--- src/rtl/normalize_round.sv ---
// Iterative post-normalization and round-to-nearest-even stage for single precision.
// Shifts one bit per cycle until the hidden 1 sits at bit 23, rounds, and reports status flags.
module normalize_round (
  input  logic        clk_in,
  input  logic        reset_n_in,
  input  logic        start_in,
  input  logic [31:0] operand_in,
  input  logic        stickyBit_in,
  input  logic [9:0]  exponent_in,
  output logic        busy_out,
  output logic        done_out,
  output logic [22:0] fraction_out,
  output logic [7:0]  exponent_out,
  output logic        overflow_out,
  output logic        underflow_out,
  output logic        inexact_out
);

  typedef enum logic [2:0] {S_IDLE, S_NORM, S_ROUND, S_POST, S_FINISH} state_t;

  state_t             r_state, w_state_nxt;
  logic [33:0]        r_w, w_w_nxt;
  logic               r_s, w_s_nxt;
  logic signed [9:0]  r_e, w_e_nxt;
  logic               r_zero, w_zero_nxt;
  logic               r_inex, w_inex_nxt;
  logic               r_done;
  logic [22:0]        r_frac;
  logic [7:0]         r_exp;
  logic               r_ovf, r_unf, r_inex_out;

  logic               w_rbit;
  logic               w_inc;
  logic [31:0]        w_sum;

  // Round-to-nearest-even increment decision from guard, round|sticky and fraction LSB.
  function automatic logic rne_inc(input logic guard, input logic rs, input logic lsb);
    return guard & (rs | lsb);
  endfunction

  assign w_rbit = r_w[0] | r_s;
  assign w_inc  = rne_inc(r_w[1], w_rbit, r_w[2]);
  assign w_sum  = r_w[33:2] + {31'd0, w_inc};

  assign busy_out      = (r_state != S_IDLE);
  assign done_out      = r_done;
  assign fraction_out  = r_frac;
  assign exponent_out  = r_exp;
  assign overflow_out  = r_ovf;
  assign underflow_out = r_unf;
  assign inexact_out   = r_inex_out;

  always_comb begin
    w_state_nxt = r_state;
    w_w_nxt     = r_w;
    w_s_nxt     = r_s;
    w_e_nxt     = r_e;
    w_zero_nxt  = r_zero;
    w_inex_nxt  = r_inex;
    case (r_state)
      S_IDLE: begin
        if (start_in) begin
          w_w_nxt     = {operand_in, 2'b00};
          w_s_nxt     = stickyBit_in;
          w_e_nxt     = $signed(exponent_in);
          w_zero_nxt  = 1'b0;
          w_inex_nxt  = 1'b0;
          w_state_nxt = S_NORM;
        end
      end
      S_NORM: begin
        if (r_w == 34'd0) begin
          w_zero_nxt  = 1'b1;
          w_inex_nxt  = r_s;
          w_state_nxt = S_FINISH;
        end else if (|r_w[33:26]) begin
          w_s_nxt = r_s | r_w[0];
          w_w_nxt = r_w >> 1;
          w_e_nxt = r_e + 10'sd1;
        end else if (!r_w[25]) begin
          w_w_nxt = r_w << 1;
          w_e_nxt = r_e - 10'sd1;
        end else begin
          w_state_nxt = S_ROUND;
        end
      end
      S_ROUND: begin
        w_w_nxt     = {w_sum, 2'b00};
        w_s_nxt     = 1'b0;
        w_inex_nxt  = r_w[1] | w_rbit;
        // A carry out of the fraction lands in bit 26 and needs one renormalizing shift.
        w_state_nxt = w_sum[24] ? S_POST : S_FINISH;
      end
      S_POST: begin
        w_w_nxt     = r_w >> 1;
        w_e_nxt     = r_e + 10'sd1;
        w_state_nxt = S_FINISH;
      end
      S_FINISH: w_state_nxt = S_IDLE;
      default:  w_state_nxt = S_IDLE;
    endcase
  end

  always_ff @(posedge clk_in or negedge reset_n_in) begin
    if (!reset_n_in) begin
      r_state <= S_IDLE;
      r_w     <= '0;
      r_s     <= 1'b0;
      r_e     <= '0;
      r_zero  <= 1'b0;
      r_inex  <= 1'b0;
    end else begin
      r_state <= w_state_nxt;
      r_w     <= w_w_nxt;
      r_s     <= w_s_nxt;
      r_e     <= w_e_nxt;
      r_zero  <= w_zero_nxt;
      r_inex  <= w_inex_nxt;
    end
  end

  // Result registers update only on the FINISH edge and hold otherwise.
  always_ff @(posedge clk_in or negedge reset_n_in) begin
    if (!reset_n_in) begin
      r_done     <= 1'b0;
      r_frac     <= '0;
      r_exp      <= '0;
      r_ovf      <= 1'b0;
      r_unf      <= 1'b0;
      r_inex_out <= 1'b0;
    end else begin
      r_done <= (r_state == S_FINISH);
      if (r_state == S_FINISH) begin
        if (r_zero) begin
          r_frac     <= '0;
          r_exp      <= '0;
          r_ovf      <= 1'b0;
          r_unf      <= 1'b0;
          r_inex_out <= r_inex;
        end else if (r_e >= 10'sd255) begin
          r_frac     <= '0;
          r_exp      <= 8'hFF;
          r_ovf      <= 1'b1;
          r_unf      <= 1'b0;
          r_inex_out <= 1'b1;
        end else if (r_e <= 10'sd0) begin
          r_frac     <= '0;
          r_exp      <= '0;
          r_ovf      <= 1'b0;
          r_unf      <= 1'b1;
          r_inex_out <= 1'b1;
        end else begin
          r_frac     <= r_w[24:2];
          r_exp      <= r_e[7:0];
          r_ovf      <= 1'b0;
          r_unf      <= 1'b0;
          r_inex_out <= r_inex;
        end
      end
    end
  end

endmodule

--- config.mk ---
export PLATFORM = sky130hd
export DESIGN_NAME = normalize_round
export DESIGN_NICKNAME = d
export VERILOG_FILES = /design/src/rtl/normalize_round.sv
export SDC_FILE = /design/constraint.sdc
export NUM_CORES = 1
export LEC_CHECK = 0
export ABC_AREA = 1
export CORE_AREA = 2 2 110 112
export DETAILED_ROUTE_END_ITERATION = 6
export DIE_AREA = 0 0 112 114
export HOLD_SLACK_MARGIN = 0.05
export PLACE_DENSITY_LB_ADDON = 0.08
export SKIP_LAST_GASP = 1
export SLEW_MARGIN = 15
export SYNTH_ARGS = -nofsm -noshare
export SYNTH_HDL_FRONTEND = slang
export SYNTH_SLANG_ARGS = --single-unit
--- constraint.sdc ---
create_clock -name clk_in -period 2.25 [get_ports clk_in]
set_input_delay 0.675 -clock clk_in [delete_from_list [all_inputs] [get_ports clk_in]]
set_output_delay 0.675 -clock clk_in [all_outputs]
set_load 0.005 [all_outputs]
# After elaboration in Yosys (flattened, before gate mapping)
# Index checks and enable logic that the tools add are counted.
# totals
regBits	85
latch_bits	0
ram_bits	0
rom_bits	0
in_bits	46
out_inout_bits	36
word_cells	87
memories	0
# classes
addsub	3
n_mul	0
n_div	0
n_lt_le_gt_ge	2
n_eq_ne	11
shift	0
n_mux	39
bitwise	4
reduce_logical	15
# op_table
operator	count
$mux W34	4
$pmux W34 S4	1
$mux W23	3
$mux W10	4
$logic_not A34 Y1	1
$add A32 B1 Y32	1
$pmux W10 S3	1
$mux W8	3
$mux W3	5
$mux W1	14
$pmux W3 S4	1
$reduce_and A3 Y1	4
$reduce_and A4 Y1	3
$add A10 B2 Y10 const B	1
$ge A10 B9 Y1 const B	1
$le A10 B1 Y1 const B	1
$sub A10 B2 Y10 const B	1
$ne A3 B3 Y1 const B	3
$reduce_bool A3 Y1	3
$ne A2 B2 Y1 const B	4
$reduce_or A8 Y1	1
$eq A3 B2 Y1 const B	2
$pmux W1 S3	2
$reduce_bool A4 Y1	1
7 further kinds	9

# Longest topological paths before layout
# depth
word_depth	6
mapped_depth	13
mapped_depth_nobuf	13

# Worst setup path after synthesis
# Ideal clock, no wire load.
# synth_path
kind	reg-to-reg
from	register r_w[1]
to	register r_w[24]
setup_ps	117
arrival_time_ps	1585
t_required_ps	2133
setup_slack_ps	549
path_stages_with_launch	13
path_buffers	0
synth_period_minus_slack_ps	1701
path_cell_list	dfrtp_1 nand2_1 inv_1 ha_1 nand2_1 nor2_2 nand2_1 nor2_1 nand3_1 nand3_1 nand3_1 nand2_1 nand2_1
# synth_via
elab_chain_cells	3
word_cells_on_any_way	6
cone_classes	1 x add/sub; 1 x eq/ne; 1 x mux; 1 x bitwise; 2 x reduce/logical
# synth_lines
element	line_no	text
from (decl)	22	logic [33:0] r_w, w_w_nxt;
from (signal assigned)	114	r_w <= w_w_nxt;
$and A1 B1 Y1 / $logic_not A34 Y1 (equally long branches)	38, 72	
$add A32 B1 Y32 / $ne A2 B2 Y1 (equally long branches)	-	
$pmux W34 S4 / $reduce_and A4 Y1 (equally long branches)	-	
# Parallel ways exist; a longest one is shown, timed or not.
# A chain may end at the register's enable or synchronous reset.

# Final worst setup path
# layout_path
from	register r_state[1]
to	output busy_out
# layout_via
elab_chain_cells	1
# layout_lines
element	line_no	text
from (decl)	21	state_t r_state, w_state_nxt;
from (signal assigned)	113	r_state <= w_state_nxt;
$reduce_bool A3 Y1	45	assign busy_out = (r_state != S_IDLE);
to (decl)	10	output logic busy_out,
# Every way passes these cells.

==> results.tsv <==
stage	metric	value	unit
sta	Worst-Margin Slew	0.658	ns
yosys	Synth cell types	34	
cells_and_area	register area	2130	sq um
global_route	antenna violations before repair	0	
cells_and_area	Fillers	1159	
cells_and_area	area of the multi-input gates	3420	sq um
floorplanning	Die X	112	um
yosys	Synthesis Warnings	0	
worst_setup_path	Max Fanout on Critical Path	5	
place	DP Worst Slack	0.173	ns
yosys	Mapped Cells	968	
cells_and_area	commonest non-fill, non-tap cell in the layout	nand2_1	
sta	fmax	457	MHz
routing	Initial DRC Count	623	
clock_network	clk root buf	clkbuf_16	
sta	RSZ-0062 raised after global routing	yes	
routing	WL per Instance	16.1	um
sta	Final Slew Violations	0	
floorplanning	Die ar.	12800	sq um
routing	drt first pass iters	7	
worst_setup_path	Critical Path RT	1.57	ns
cells_and_area	commonest cells after routing, fill and taps aside	376 x nand2_1, 114 x nor2_1, 107 x nand3_1	
cells_and_area	nets@finish	1103	
global_route	aggregate global routing overflow	0	
routing	WL final	19.4	mm
power_and_ir_drop	Pwr per Cell Area	1450	nW/um^2
place	Routability Congestion	0.935	
global_route	largest net degree at the start of global routing	48	
global_route	first-pass GRT wire length	31.5	mm
job	max_cap viols	0	
cells_and_area	area delta synth->final	22.9	%
worst_setup_path	CP startpoint kind	flip-flop	
clock_network	clock latency at the later pin of the worst-skew pair	0.36	ns
power_and_ir_drop	P_leak	3.51	nW
min_path	hold crit path type	in2async	
worst_setup_path	critical path class	reg2out	
routing	DR DRC count	0	
floorplanning	Site Rows	40	
yosys	post-synthesis cell area	6050	sq um
global_route	M3 GR Usage	0.0595	
floorplanning	Starting Density	0.517	
cells_and_area	diode count	0	
clock_network	Max H-tree Level	3	
routing	vias per cell	5.60	
worst_setup_path	Worst Setup End Kind	primary output	
power_and_ir_drop	Worst VDD drop	1.25	mV
sta	Final setup viols	0	
worst_setup_path	WP data arrival	1.51	ns
sta	crit share post-route	0.973	
global_route	GR peak layer	met2	
clock_network	Worst-path clk slew	0.07	ns
sta	final worst slack	0.0611	ns
sta	Hold Vio Cnt, Final	0	
yosys	Synth Net Count	1017	
place	post-DP HPWL	14.5	mm
global_route	GRT Util Overall	0.314	
floorplanning	chip height	114	um
routing	Vias	6754	
yosys	Avg Cell Area, Syn	6.25	sq um
sta	setup TNS	0	ns
global_route	met1 GRT Util	0.467	
clock_network	CTS tree	done	
place	Port Buf Inserts	81	
sta	clock skew	0.0166	ns
clock_network	Sinks on Clock Net	85	
routing	antenna-violating nets left	0	
sta	minimum clock period	2.19	ns
floorplanning	# IOs	82	
yosys	post-synthesis register bit count	85	
floorplanning	Core Region	11700	sq um
global_route	vias in the first global route	6106	
sta	Slew headroom	0.557	
cells_and_area	fraction of layout instances using a drive strength above 1	0.0803	
clock_network	clock buffer count from CTS	9	
global_route	GRT met2 Usage	0.469	
yosys	Seq/Total Area, Yosys	0.352	
clock_network	Clock Tree Buf Depth	2	
outcome	status	finished, final reports clean	
==> cells by family after synthesis <==
group                      Yosys count  share of synthesized area
and+or+nand+nor                    639                      0.441
buffers and inverters              119                     0.0850
AOI/OAI and AO/OA                  117                      0.109
DFF                                 85                      0.352
xor gates and xnor gates             5                    0.00724
adders and majority gates            3                    0.00620
==> cells in the mapped netlist <==
library cell | instances | area (sq um)
o21ai_0 | 57 | 285
o21ai_2 | 7 | 61.3
clkbuf_1 | 10 | 37.5
nor3_1 | 2 | 10.0
xor2_1 | 3 | 26.3
nand4_1 | 20 | 125
o311ai_0 | 7 | 61.3
o22ai_1 | 1 | 6.26
nand3b_1 | 1 | 7.51
a21oi_1 | 18 | 90.1
or2_2 | 1 | 6.26
nand3_1 | 107 | 536
nor2_4 | 2 | 22.5
nand3_2 | 1 | 10.0
nor2_1 | 116 | 435
ha_1 | 3 | 37.5
a32oi_1 | 1 | 8.76
o221ai_1 | 1 | 8.76
a31oi_1 | 3 | 18.8
nand2_2 | 4 | 25.0
nor2_2 | 7 | 43.8
o21ai_1 | 18 | 90.1
a21o_1 | 1 | 7.51
o211ai_1 | 3 | 22.5
clkbuf_2 | 1 | 5.00
nand3_4 | 2 | 35.0
buf_2 | 17 | 85.1
inv_1 | 74 | 278
nand2_1 | 376 | 1410
xnor2_1 | 2 | 17.5
buf_4 | 6 | 45.0
dfrtp_1 | 85 | 2130
buf_6 | 3 | 33.8
inv_2 | 8 | 30.0
==> metal layers <==
metal  vias up  routed length (um)
li1       3297                   -
met1      3099                8960
met2       327                8170
met3        31                1920
met4         0                 312
met5         -                   0
==> flip-flops by register name, summed over array words and instances (netlist names) <==
name / flops
r_e: 10
exponent_out: 8
overflow_out: 1
r_state: 3
underflow_out: 1
r_zero: 1
done_out: 1
fraction_out: 23
r_w: 34
r_inex: 1
inexact_out: 1
r_s: 1
==> timing repair <==
item	4_1_cts	5_1_grt
endpoints found under the hold margin	0	0
hold buffers	0	0
setup buffers	0	0
resized for setup	2	4
setup endpoints to repair	1	3
==> final cells by class <==
class                           instances  share of cell area
Sequential cell                        85               0.287
Inverter                               82              0.0414
Clock inverter                          6             0.00606
Clock buffer                           10              0.0321
Multi-Input combinational cell        764               0.461
Tap cell                              147              0.0247
Timing Repair Buffer                  112               0.148
==> final timing paths <==
| path | cells after the start | from | to | slack [ns] |
|---|---|---|---|---|
| worst min register to register | 2 | fraction_out[15] | fraction_out[15] | 0.48 |
| worst max register to register | 13 | r_w[2] | r_w[22] | 0.17 |
| min in group clk_in | 2 | fraction_out[15] | fraction_out[15] | 0.48 |
| worst max-delay path | 3 | r_state[1] | busy_out | 0.06 |
| max in group asynchronous | 2 | reset_n_in | r_state[0] | 1.48 |
| worst min-delay path | 1 | reset_n_in | exponent_out[2] | 0.20 |
==> through the flow <==
| stage | util | cell area [sq um] | total power (W) | hold WS (ns) | cells |
|---|---|---|---|---|---|
| final | 0.635 | 7430 | 0.0108 | 0.197 | 1206 |
| after global routing | 0.635 | 7430 | 0.0118 | 0.211 | 1206 |
| after CTS | 0.634 | 7420 | 0.0107 | 0.199 | 1206 |
| after detailed placement | 0.609 | 7130 | 0.00924 | 0.471 | 1190 |
| after global placement | 0.609 | 7130 | 0.00915 | 0.467 | 1190 |
| after floorplan | - | 6050 | 0.00696 | 0.379 | 968 |
==> power breakdown <==
part	internal, W	switching, W	total [W]
Sequential	0.00225	0.000875	0.00312
Clock	0.000785	0.000674	0.00146
Combinational	0.00238	0.00384	0.00622
==> critical path, cell delays in order, from the launching register on <==
cell and delay (ns):
dfrtp_2 0.46, nor2_4 0.16, nand2_2 0.10, clkdlybuf4s50_1 0.45
Power figures use the tool's default switching activity.
